**src/rtl/fetch_queue_pkg.sv**
```systemverilog
`default_nettype none
// ============================================================================
//  Module      : fetch_queue_pkg
//  Description : Shared types and constants for the prefetching fetch unit.
//                The queue entry layout is {adel, inst, pc}.
//  Revision    : 1.0 - initial release
// ============================================================================
package fetch_queue_pkg;

    // Width of one instruction-queue entry: adel(1) + inst(32) + pc(32).
    localparam int unsigned c_entry_wd     = 65;
    // Reset vector, used as the default first fetch address.
    localparam logic [31:0] c_reset_vector = 32'hbfc00000;

    typedef struct packed {
        logic        adel;
        logic [31:0] inst;
        logic [31:0] pc;
    } fq_entry_t;

    function automatic fq_entry_t make_entry(input logic [31:0] pc,
                                             input logic [31:0] inst,
                                             input logic        adel);
        fq_entry_t e;
        e.adel = adel;
        e.inst = inst;
        e.pc   = pc;
        return e;
    endfunction

endpackage
`default_nettype wire

```
**src/rtl/fq_fifo.sv**
```systemverilog
`default_nettype none
// ============================================================================
//  Module      : fq_fifo
//  Description : Synchronous FIFO with flush. Head entry is read directly
//                from the storage register. DEPTH must be a power of 2, >= 2.
//  Ports       : clk, resetn (async, active low), flush, push/push_data,
//                pop, head_data, count (entries stored)
//  Revision    : 1.0 - initial release
// ============================================================================
module fq_fifo #(
    parameter int WIDTH = 32,
    parameter int DEPTH = 4
) (
    input  logic                     clk,
    input  logic                     resetn,
    input  logic                     flush,
    input  logic                     push,
    input  logic [WIDTH-1:0]         push_data,
    input  logic                     pop,
    output logic [WIDTH-1:0]         head_data,
    output logic [$clog2(DEPTH):0]   count
);

    localparam int AW = $clog2(DEPTH);

    logic [WIDTH-1:0] r_mem [DEPTH];
    // Pointers carry one extra bit so that full and empty differ.
    logic [AW:0]      r_wr_ptr;
    logic [AW:0]      r_rd_ptr;
    logic             w_empty;
    logic             w_full;
    logic             w_do_push;
    logic             w_do_pop;

    assign count     = r_wr_ptr - r_rd_ptr;
    assign w_empty   = (count == '0);
    assign w_full    = (count == (AW+1)'(DEPTH));
    assign w_do_pop  = pop && !w_empty;
    // A push into a full FIFO is legal when the head leaves in the same cycle.
    assign w_do_push = push && (!w_full || w_do_pop);
    assign head_data = r_mem[r_rd_ptr[AW-1:0]];

    always_ff @(posedge clk or negedge resetn) begin
        if (!resetn) begin
            r_wr_ptr <= '0;
            r_rd_ptr <= '0;
        end else if (flush) begin
            r_wr_ptr <= '0;
            r_rd_ptr <= '0;
        end else begin
            if (w_do_push) r_wr_ptr <= r_wr_ptr + (AW+1)'(1);
            if (w_do_pop)  r_rd_ptr <= r_rd_ptr + (AW+1)'(1);
        end
    end

    always_ff @(posedge clk) begin
        if (w_do_push && !flush) r_mem[r_wr_ptr[AW-1:0]] <= push_data;
    end

endmodule
`default_nettype wire

```
**src/rtl/fetch_queue.sv**
```systemverilog
`default_nettype none
// ============================================================================
//  Module      : fetch_queue
//  Description : Prefetching fetch unit. Keeps up to MAX_OUTST in-order
//                instruction SRAM requests in flight and buffers returned
//                instructions in a DEPTH-entry queue toward decode. Redirects
//                flush the queue and discard stale in-flight responses.
//  Ports       : clk, resetn (async, active low)
//                redirect_valid/redirect_pc : restart fetch
//                inst_sram_*                : SRAM-like instruction bus
//                out_valid/out_ready/out_pc/out_inst/out_adel : to decode
//                occupancy                  : queue entries used
//  Revision    : 1.0 - initial release
// ============================================================================
module fetch_queue
    import fetch_queue_pkg::*;
#(
    parameter int          DEPTH     = 4,
    parameter int          MAX_OUTST = 2,
    parameter logic [31:0] RESET_PC  = c_reset_vector
) (
    input  logic                       clk,
    input  logic                       resetn,
    input  logic                       redirect_valid,
    input  logic [31:0]                redirect_pc,
    output logic                       inst_sram_en,
    output logic                       inst_sram_wr,
    output logic [1:0]                 inst_sram_size,
    output logic [3:0]                 inst_sram_wen,
    output logic [31:0]                inst_sram_addr,
    output logic [31:0]                inst_sram_wdata,
    input  logic                       inst_sram_addr_ok,
    input  logic                       inst_sram_data_ok,
    input  logic [31:0]                inst_sram_rdata,
    output logic                       out_valid,
    input  logic                       out_ready,
    output logic [31:0]                out_pc,
    output logic [31:0]                out_inst,
    output logic                       out_adel,
    output logic [$clog2(DEPTH+1)-1:0] occupancy
);

    localparam int OCW = $clog2(DEPTH + 1);
    localparam int IFW = $clog2(MAX_OUTST + 1);
    localparam int SW  = OCW + 1;

    logic            r_started;
    logic [31:0]     r_req_pc;
    logic [31:0]     r_redir_pc;
    logic            r_redir_pend;
    logic            r_adel_lock;
    logic [IFW-1:0]  r_discard;

    logic [IFW-1:0]  w_inflight;
    logic [IFW-1:0]  w_live;
    logic [OCW-1:0]  w_occ;
    logic [31:0]     w_inflight_pc;
    fq_entry_t       w_head;
    fq_entry_t       w_push_entry;
    logic            w_space;
    logic            w_en;
    logic            w_accept;
    logic            w_resp;
    logic            w_drop;
    logic            w_resp_push;
    logic            w_adel_push;
    logic            w_q_push;
    logic            w_q_pop;

    // Live requests will land in the queue, so they reserve space up front.
    assign w_live   = w_inflight - r_discard;
    assign w_space  = (SW'(w_live) + SW'(w_occ)) < SW'(DEPTH);

    // Issue depends only on registered state, so a raised en cannot drop
    // before acceptance: redirects only free space or clear adel_lock, and
    // req_pc is frozen while a request is pending.
    assign w_en     = r_started && !r_adel_lock && (r_req_pc[1:0] == 2'b00) &&
                      (w_inflight < IFW'(MAX_OUTST)) && w_space;
    assign w_accept = w_en && inst_sram_addr_ok;
    // A response with nothing in flight belongs to a request from before reset.
    assign w_resp   = inst_sram_data_ok && (w_inflight != '0);
    assign w_drop   = redirect_valid || (r_discard != '0);
    assign w_resp_push = w_resp && !w_drop;

    // Misaligned PC: an ADEL entry goes in once everything older has drained,
    // which keeps it in program order behind any live responses.
    assign w_adel_push = r_started && !r_adel_lock && (r_req_pc[1:0] != 2'b00) &&
                         !r_redir_pend && !redirect_valid && (w_live == '0) &&
                         (w_occ < OCW'(DEPTH));

    assign w_q_push     = w_resp_push || w_adel_push;
    assign w_push_entry = w_adel_push ? make_entry(r_req_pc, 32'h0, 1'b1)
                                      : make_entry(w_inflight_pc, inst_sram_rdata, 1'b0);
    assign w_q_pop      = out_valid && out_ready;

    always_ff @(posedge clk or negedge resetn) begin
        if (!resetn) begin
            r_started    <= 1'b0;
            r_req_pc     <= RESET_PC;
            r_redir_pc   <= '0;
            r_redir_pend <= 1'b0;
            r_adel_lock  <= 1'b0;
            r_discard    <= '0;
        end else begin
            r_started <= 1'b1;
            if (redirect_valid) begin
                // Everything still in flight after this edge is wrong-path.
                r_discard   <= w_inflight + IFW'(w_accept) - IFW'(w_resp);
                r_adel_lock <= 1'b0;
                if (w_en && !inst_sram_addr_ok) begin
                    // Pending request must stay on the bus; hold the target.
                    r_redir_pend <= 1'b1;
                    r_redir_pc   <= redirect_pc;
                end else begin
                    r_redir_pend <= 1'b0;
                    r_req_pc     <= redirect_pc;
                end
            end else begin
                r_discard <= r_discard + IFW'(w_accept && r_redir_pend)
                                       - IFW'(w_resp && (r_discard != '0));
                if (w_adel_push) r_adel_lock <= 1'b1;
                if (w_accept) begin
                    if (r_redir_pend) begin
                        r_req_pc     <= r_redir_pc;
                        r_redir_pend <= 1'b0;
                    end else begin
                        r_req_pc <= r_req_pc + 32'd4;
                    end
                end
            end
        end
    end

    fq_fifo #(
        .WIDTH (32),
        .DEPTH (MAX_OUTST)
    ) u_inflight (
        .clk       (clk),
        .resetn    (resetn),
        .flush     (1'b0),
        .push      (w_accept),
        .push_data (r_req_pc),
        .pop       (w_resp),
        .head_data (w_inflight_pc),
        .count     (w_inflight)
    );

    fq_fifo #(
        .WIDTH (c_entry_wd),
        .DEPTH (DEPTH)
    ) u_queue (
        .clk       (clk),
        .resetn    (resetn),
        .flush     (redirect_valid),
        .push      (w_q_push),
        .push_data (w_push_entry),
        .pop       (w_q_pop),
        .head_data (w_head),
        .count     (w_occ)
    );

    assign inst_sram_en    = w_en;
    assign inst_sram_wr    = 1'b0;
    assign inst_sram_size  = 2'b10;
    assign inst_sram_wen   = 4'h0;
    assign inst_sram_addr  = {r_req_pc[31:2], 2'b00};
    assign inst_sram_wdata = 32'h0;

    assign occupancy = w_occ;
    assign out_valid = (w_occ != '0);
    assign out_pc    = out_valid ? w_head.pc   : 32'h0;
    assign out_inst  = out_valid ? w_head.inst : 32'h0;
    assign out_adel  = out_valid && w_head.adel;

endmodule
`default_nettype wire

```
**config.mk**
```make
export PLATFORM = sky130hd
export DESIGN_NAME = fetch_queue
export DESIGN_NICKNAME = d
export VERILOG_FILES = /design/src/rtl/fetch_queue_pkg.sv /design/src/rtl/fq_fifo.sv /design/src/rtl/fetch_queue.sv
export SDC_FILE = /design/constraint.sdc
export NUM_CORES = 1
export LEC_CHECK = 0
export ABC_AREA = 0
export BUFFER_PORTS_ARGS = -buffer_cell sky130_fd_sc_hd__buf_4
export CAP_MARGIN = 20
export CORE_ASPECT_RATIO = 0.75
export CORE_UTILIZATION = 40
export DETAILED_ROUTE_END_ITERATION = 10
export PLACE_DENSITY_LB_ADDON = 0.3
export SETUP_SLACK_MARGIN = 0.1
export SYNTH_ARGS = -nofsm -noshare
export SYNTH_HDL_FRONTEND = slang
export SYNTH_SLANG_ARGS = --single-unit
```
**constraint.sdc**
```tcl
create_clock -name clk -period 10.45 [get_ports clk]
set_input_delay 0 -clock clk [delete_from_list [all_inputs] [get_ports clk]]
set_output_delay 0 -clock clk [all_outputs]
set_load 0.01 [all_outputs]
```
After elaboration in Yosys (flattened, before gate mapping)
Memories as Yosys holds them, arrays and structs flattened.
Cells that the tools add are included.
{"block": "word_totals", "regBits": 79, "mem_bits_rw": 324, "word_cells": 101, "n_memories": 2}
{"name": "u_queue.r_mem", "depth": 4, "word_bits": 65, "read_ports": 1, "rd_ports_with_merged_regs": 0, "write_ports": 1, "line_no": "fq_fifo.sv:26", "text": "logic [WIDTH-1:0] r_mem [DEPTH];"}
{"name": "u_inflight.r_mem", "depth": 2, "word_bits": 32, "read_ports": 1, "rd_ports_with_merged_regs": 0, "write_ports": 1, "line_no": "fq_fifo.sv:26"}
{"block": "op_classes", "n_eq_ne": 3, "n_reduce_logical": 49, "n_addsub": 13, "muxes": 21, "n_lt_le_gt_ge": 3}
{"op": "32-bit two-way mux", "n": 6}
{"op": "65-bit two-way mux", "n": 1}
{"op": "32-bit by 3-bit adder with 32-bit output, second input constant", "n": 1}
{"op": "1-bit logical AND", "n": 22}
{"op": "2-bit nonzero test", "n": 7}
{"op": "3-bit two-way mux", "n": 4}
{"op": "1-bit zero test", "n": 9}
{"op": "1-bit two-way mux", "n": 9}
{"op": "3-bit by 1-bit adder with 3-bit output, second input constant", "n": 2}
{"op": "2-bit zero test", "n": 3}
{"op": "2-bit by 1-bit adder with 2-bit output", "n": 2}
{"op": "2-bit by 1-bit adder with 2-bit output, second input constant", "n": 2}
{"op": "2-bit by 3-bit adder with 4-bit output", "n": 1}
{"op": "1-bit logical OR", "n": 4}
{"op": "4-bit by 3-bit less-than comparator with 1-bit output, second input constant", "n": 1}
{"op": "2-bit AND reduction", "n": 2}
{"op": "2-bit by 1-bit subtractor with 2-bit output", "n": 2}
{"op": "2-bit subtractor", "n": 2}
{"op": "3-bit == test, second input constant", "n": 1}
{"op": "3-bit zero test", "n": 1}
{"op": "3-bit less-than comparator, second input constant", "n": 1}
{"op": "3-bit nonzero test", "n": 1}
{"op": "3-bit subtractor", "n": 1}
{"op": "2-bit == test, second input constant", "n": 1}
{"op": "other kinds (3)", "n": 3}

Depth between registers and ports, before layout
{"block": "depth", "ltp_word": 12, "mapped_depth": 18, "ltp_nobuf": 17}

Cells and area by module
Synthesis repeated with hierarchy kept, for this count alone.
{"block": "hier_totals", "hier_cells": 1149, "area_unflattened_um2": 17918.4}
{"mod": "fq_fifo (u_queue)", "instances": 1, "area_per_inst_um2": 9863.2, "cells_each": 392, "seq_area_each_um2": 7957.6}
{"mod": "fetch_queue", "instances": 1, "area_per_inst_um2": 5464.0, "cells_each": 622, "seq_area_each_um2": 1737.9}
{"mod": "fq_fifo (u_inflight)", "instances": 1, "area_per_inst_um2": 2591.2, "cells_each": 135, "seq_area_each_um2": 2021.9}

Least setup slack after synthesis
No wires, ideal clock.
{"block": "synth_timing", "path_kind": "register to register", "startpoint": "register u_queue.r_rd_ptr[1]", "endpoint": "memory u_queue.r_mem[3][0] (netlist bit), enable pin", "stages_incl_launch_ff": 9, "n_path_buf": 2, "setup_slack_ps": 3216, "arrival_ps": 6666, "required_ps": 9882, "setup_time_ps": 568, "path_cell_list": "dfrtp_1 > buf_1 > buf_1 > inv_1 > fa_1 > xor3_1 > o2111ai_1 > o21ba_2 > nor3_1"}
{"block": "synth_via", "elab_chain_len": 9, "word_cells_on_any_way": 16, "cone_classes": "1 x add/sub; 1 x order compare; 1 x eq/ne; 2 x mux; 11 x reduce/logical"}
{"item": "start, declared", "line_no": "fq_fifo.sv:29", "text": "logic [AW:0] r_rd_ptr;"}
{"item": "start signal, assigned", "line_no": "fq_fifo.sv:52", "text": "if (w_do_pop) r_rd_ptr <= r_rd_ptr + (AW+1)'(1);"}
{"item": "3-bit subtractor (*)", "line_no": "fq_fifo.sv:35", "text": "assign count = r_wr_ptr - r_rd_ptr;"}
{"item": "branches (longest 4 deep; another with 3-bit less-than comparator)"}
{"item": "1-bit logical AND (*)", "line_no": "fq_fifo.sv:40", "text": "assign w_do_push = push && (!w_full || w_do_pop);"}
{"item": "1-bit logical AND (*)", "line_no": "fq_fifo.sv:57", "text": "if (w_do_push && !flush) r_mem[r_wr_ptr[AW-1:0]] <= push_data;"}
{"item": "1-bit two-way mux (*)", "line_no": "fq_fifo.sv:57"}
{"item": "1-bit two-way mux (implied by the code) (*)", "line_no": "fq_fifo.sv:57"}
{"item": "end, declared", "line_no": "fq_fifo.sv:26"}
Every way passes the cells marked *.

Worst setup path after layout
{"block": "layout_timing", "startpoint": "register u_inflight.r_rd_ptr[0]", "endpoint": "register r_req_pc[4]"}
{"block": "layout_via", "elab_chain_len": 8, "word_cells_on_any_way": 12, "cone_classes": "3 x add/sub; 2 x order compare; 1 x eq/ne; 6 x reduce/logical"}
{"item": "start, declared", "line_no": "fq_fifo.sv:29"}
{"item": "start signal, assigned", "line_no": "fq_fifo.sv:52"}
{"item": "2-bit subtractor (*)", "line_no": "fq_fifo.sv:35"}
{"item": "2-bit subtractor", "line_no": "fetch_queue.sv:71", "text": "assign w_live = w_inflight - r_discard;"}
{"item": "2-bit by 3-bit adder with 4-bit output", "line_no": "fetch_queue.sv:72", "text": "assign w_space = (SW'(w_live) + SW'(w_occ)) < SW'(DEPTH);"}
{"item": "4-bit by 3-bit less-than comparator with 1-bit output", "line_no": "fetch_queue.sv:72"}
{"item": "1-bit logical AND (*)", "line_no": "fetch_queue.sv:78", "text": "(w_inflight < IFW'(MAX_OUTST)) && w_space;"}
{"item": "1-bit logical AND (on tied branches)", "line_no": "fetch_queue.sv:110, fetch_queue.sv:79"}
{"item": "2-bit inequality test (no source line) / 2-bit nonzero test (equally long branches)"}
{"item": "2-bit AND reduction (no source line) (*)"}
{"item": "end signal, assigned", "line_no": "fetch_queue.sv:116", "text": "r_req_pc <= redirect_pc;"}
{"item": "end signal, assigned", "line_no": "fetch_queue.sv:124", "text": "r_req_pc <= r_redir_pc;"}
{"item": "end signal, assigned", "line_no": "fetch_queue.sv:127", "text": "r_req_pc <= r_req_pc + 32'd4;"}
{"item": "end, declared", "line_no": "fetch_queue.sv:48", "text": "logic [31:0] r_req_pc;"}
Every way passes the cells marked *; elsewhere a longest branch is shown, timed or not.
A chain may end at the register's enable or synchronous reset.

==> flow_metrics.tcl <==
set metrics [dict create \
    period_share_pct 45.5 \
    clk_pin_slew_ns 0.06 \
    path_max_fanout 35 \
    rr_worst_depth 11 \
    htree_levels 2 \
    outcome "finished clean" \
    fmax_ghz 0.210 \
    synth_edf_count 324 \
    hp-start "inst_sram_addr_ok" \
    synth_seq_cells 403 \
    worstMarginPinSlew_ns 1.08 \
    core_mm2 0.0435 \
    synth_top_area_cell "edfxtp_1" \
    cts-root-buf "clkbuf_16" \
    pin_count 211 \
    ys_types 65 \
    r2r_setup_slack_ns 5.70 \
    clk_latency_ns 0.54 \
    arrival_ns 5.17 \
    synth_top_area_share_pct 54.9 \
    slowest_delay_ns 1.06 \
    hold_ws_ns 0.0538 \
    rsz0062_at_grt "false" \
    internal-power_w 0.00402 \
    p_sw_share_pct 34.2 \
    vias 10100 \
    clkPwrFrac_pct 22.3 \
    place_inst 1806 \
    antenna_cells 0 \
    register_area_mm2 0.0117 \
    setup_ws_ns 5.70 \
    worst_path_max_delay_cell "dfrtp_2" \
    async_flop_share_pct 19.6 \
    drc 0 \
    reg2reg_to "r_req_pc[4]" \
    nets 1426 \
    ys.warnings.count 0 \
    crit_chain "ha_1 -> ha_1 -> xor2_1 -> xnor2_1 -> ha_1 -> inv_1 -> o311ai_1 -> buf_2 -> o21a_1 -> or2_2 -> mux2_2" \
    io_buffers 169 \
    dp_hpwl_um 23800 \
    power.switching_w 0.00208 \
    powerDensity_mw_per_mm2 288 \
    tns_ns 0 \
    stdcell_count 1947 \
    hold_path_class "in2reg" \
    ys.flop_type "edfxtp_1" \
    crit_required_ns 10.86 \
    vdd_ir_drop_max_mv 0.217 \
    seq_area_frac_synth_pct 66.1 \
    start_util_pct 40.7 \
    setup_viol 0 \
    final_common_cell "edfxtp_1" \
    worstSetupPathType "reg2reg" \
    cts-buffers-inserted 39 \
    final_cell_mix "324 x edfxtp_1, 180 x buf_4, 98 x and2_1, 69 x dlygate4sd3_1, 67 x dfrtp_1" \
    avgViaCountPerCell 5.19 \
    clkSinkCount 403 \
    slew_headroom_pct 28.1 \
    holdPathStages 4 \
    cts_tree "built" \
    routed_wl_um 39300 \
    grt_usage_pct 17.5 \
    die_area_mm2 0.0452 \
    start_kind "register" \
    post_drt_wl_per_cell_um 20.2 \
    post-place-ws_ns 5.29 \
    drtPass1Iterations 5 \
    min_period_ns 4.75 \
    n_fill_cell 3686 \
    die_h_um 184 \
    grt_max_degree 99 \
    pwr-share-seq_pct 40.5 \
    total_power_w 0.00610 \
    die_width_um 245 \
    postRouteAntennaNets 0 \
    worstSetupEndpointType "register" \
    grt_first_pass_wirelength_um 60300 \
    area_delta_synth_final_pct 19.3 \
    grt_antenna_before_repair 0 \
    drive_gt1_share_pct 27.0 \
    cts_resized 0 \
    multi_input_area_mm2 0.00530 \
    initialDrtViolationCount 916 \
    syn_avg_cell_area_um2 15.4 \
    cts_buffer_depth 3 \
    grt_pass1_vias 10000 \
    synth_area_leaders "edfxtp_1 55%, dfrtp_1 9.9%, mux4_2 8.3%" \
    r2r_start "u_inflight.r_rd_ptr[0]" \
    slew_violations 0 \
    maxCapViolations 0 \
    synth_cells 1150 \
    crit_top_cell "ha_1" \
    place_congestion 0.801 \
    overflow 0 \
    final_hold_viol_count 0 \
    p_leak_nw 7.67 \
    comb_power_share_pct 37.2 \
    syn_area_mm2 0.0177 \
    finalClockSkew_ns 0.0206 \
    hold-path-endpoint "r_req_pc[0]" \
    row_count 66 \
]
## per-stage QoR
step	utilization [%]	cell area, um2
finish	48.6	21200
CTS	48.5	21100
global placement	44.1	19200
global route	48.6	21200
detailed placement	44.1	19200
floorplan	-	17900
## per-layer routing
| metal | vias up | wire length (um) | part of all wire [%] | track usage [%] |
|---|---|---|---|---|
| met1 | 5080 | 18200 | 46 | 25.8 |
| li1 | 4661 | - | - | - |
| met2 | 319 | 18500 | 47 | 27.5 |
| met5 | - | 0 | 0 | 0 |
| met3 | 40 | 2130 | 5.4 | 2.81 |
| met4 | 0 | 501 | 1.3 | 3.55 |
## how the worst max path moves through the flow
stage	startpoint	end
2_1_floorplan	u_queue.r_rd_ptr[1]	u_queue.r_mem[3][0]
3_3_place_gp	u_inflight.r_rd_ptr[0]	r_req_pc[2]
3_5_place_dp	u_inflight.r_rd_ptr[0]	r_req_pc[4]
4_1_cts	u_inflight.r_rd_ptr[0]	r_req_pc[4]
5_1_grt	u_inflight.r_rd_ptr[0]	r_req_pc[2]
6_report	u_inflight.r_rd_ptr[0]	r_req_pc[4]
## power by group through the flow
stage	Sequential (W)	Combinational [W]	Clock (W)
2_1_floorplan	0.00230	0.00154	0
3_3_place_gp	0.00249	0.00226	0
3_5_place_dp	0.00251	0.00229	0
4_1_cts	0.00248	0.00231	0.00139
5_1_grt	0.00252	0.00249	0.00145
6_report	0.00247	0.00227	0.00136
## cell families after synthesis
family                   after synthesis  synth area share [%]
flip-flops                           403                  66.1
XOR/XNOR                              15                 0.903
buffers and inverters                165                  5.06
AND/OR/NAND/NOR                      255                  7.91
other                                  2                0.0424
adder cells (fa/ha/maj)               15                  1.10
multiplexers                         140                  12.8
AO/OA/AOI/OAI                        155                  6.11
## synth_stat cells (3+ instances only)
| cell | count |
|---|---|
| edfxtp_1 | 324 |
| and2_1 | 101 |
| buf_4 | 71 |
| dfrtp_1 | 70 |
| mux4_2 | 65 |
| nor2_1 | 57 |
| clkbuf_1 | 48 |
| a21oi_1 | 39 |
| mux2_2 | 39 |
| mux2i_1 | 36 |
| nand2_1 | 31 |
| inv_1 | 23 |
| a22o_1 | 18 |
| o21ai_0 | 17 |
| a22oi_1 | 16 |
| buf_1 | 14 |
| ha_1 | 14 |
| nor3_1 | 14 |
| o22ai_1 | 13 |
| o2bb2ai_1 | 12 |
| o31ai_1 | 11 |
| dfstp_2 | 9 |
| nand3_1 | 9 |
| buf_2 | 8 |
| nand4_1 | 7 |
| xnor2_1 | 7 |
| nor4_1 | 6 |
| xor2_1 | 6 |
| a221oi_1 | 5 |
| nand2b_1 | 4 |
| o41ai_1 | 4 |
| a222oi_1 | 3 |
| and3_1 | 3 |
| nor2b_1 | 3 |
| nor3b_1 | 3 |
| o211ai_1 | 3 |
| or2_2 | 3 |
| or3_1 | 3 |
## worst max-delay path, delay by kind of cell, from the launching register on
family / cells / cell delay (ns)
AO/OA/AOI/OAI: 2 / 1.10
flip-flops: 1 / 1.06
adder cells (fa/ha/maj): 3 / 0.92
AND/OR/NAND/NOR: 1 / 0.57
multiplexers: 1 / 0.39
XOR/XNOR: 2 / 0.32
buffers and inverters: 2 / 0.29
## cell type report
class	instances	share of cell area, %
Clock buffer	48	4.82
Clock inverter	21	0.941
Inverter	23	0.408
Multi-Input combinational cell	622	25.1
Sequential cell	403	55.4
Tap cell	578	3.42
Timing Repair Buffer	252	9.90
## sequential cells by signal, summed over array words and instances (netlist names)
name and flops:
r_req_pc 32, u_queue.r_rd_ptr 3, r_started 1, r_redir_pend 1, u_queue.r_wr_ptr 3, r_redir_pc 32, r_adel_lock 1, u_inflight.r_mem 64
u_inflight.r_wr_ptr 2, u_inflight.r_rd_ptr 2, u_queue.r_mem 260, r_discard 2
## timing repair
item                                   CTS  global route
setup endpoints to repair                0             0
setup buffers                            0             0
hold buffers                            70             0
endpoints found under the hold margin  233             0
No activity file was read; power rests on OpenSTA's default activity.
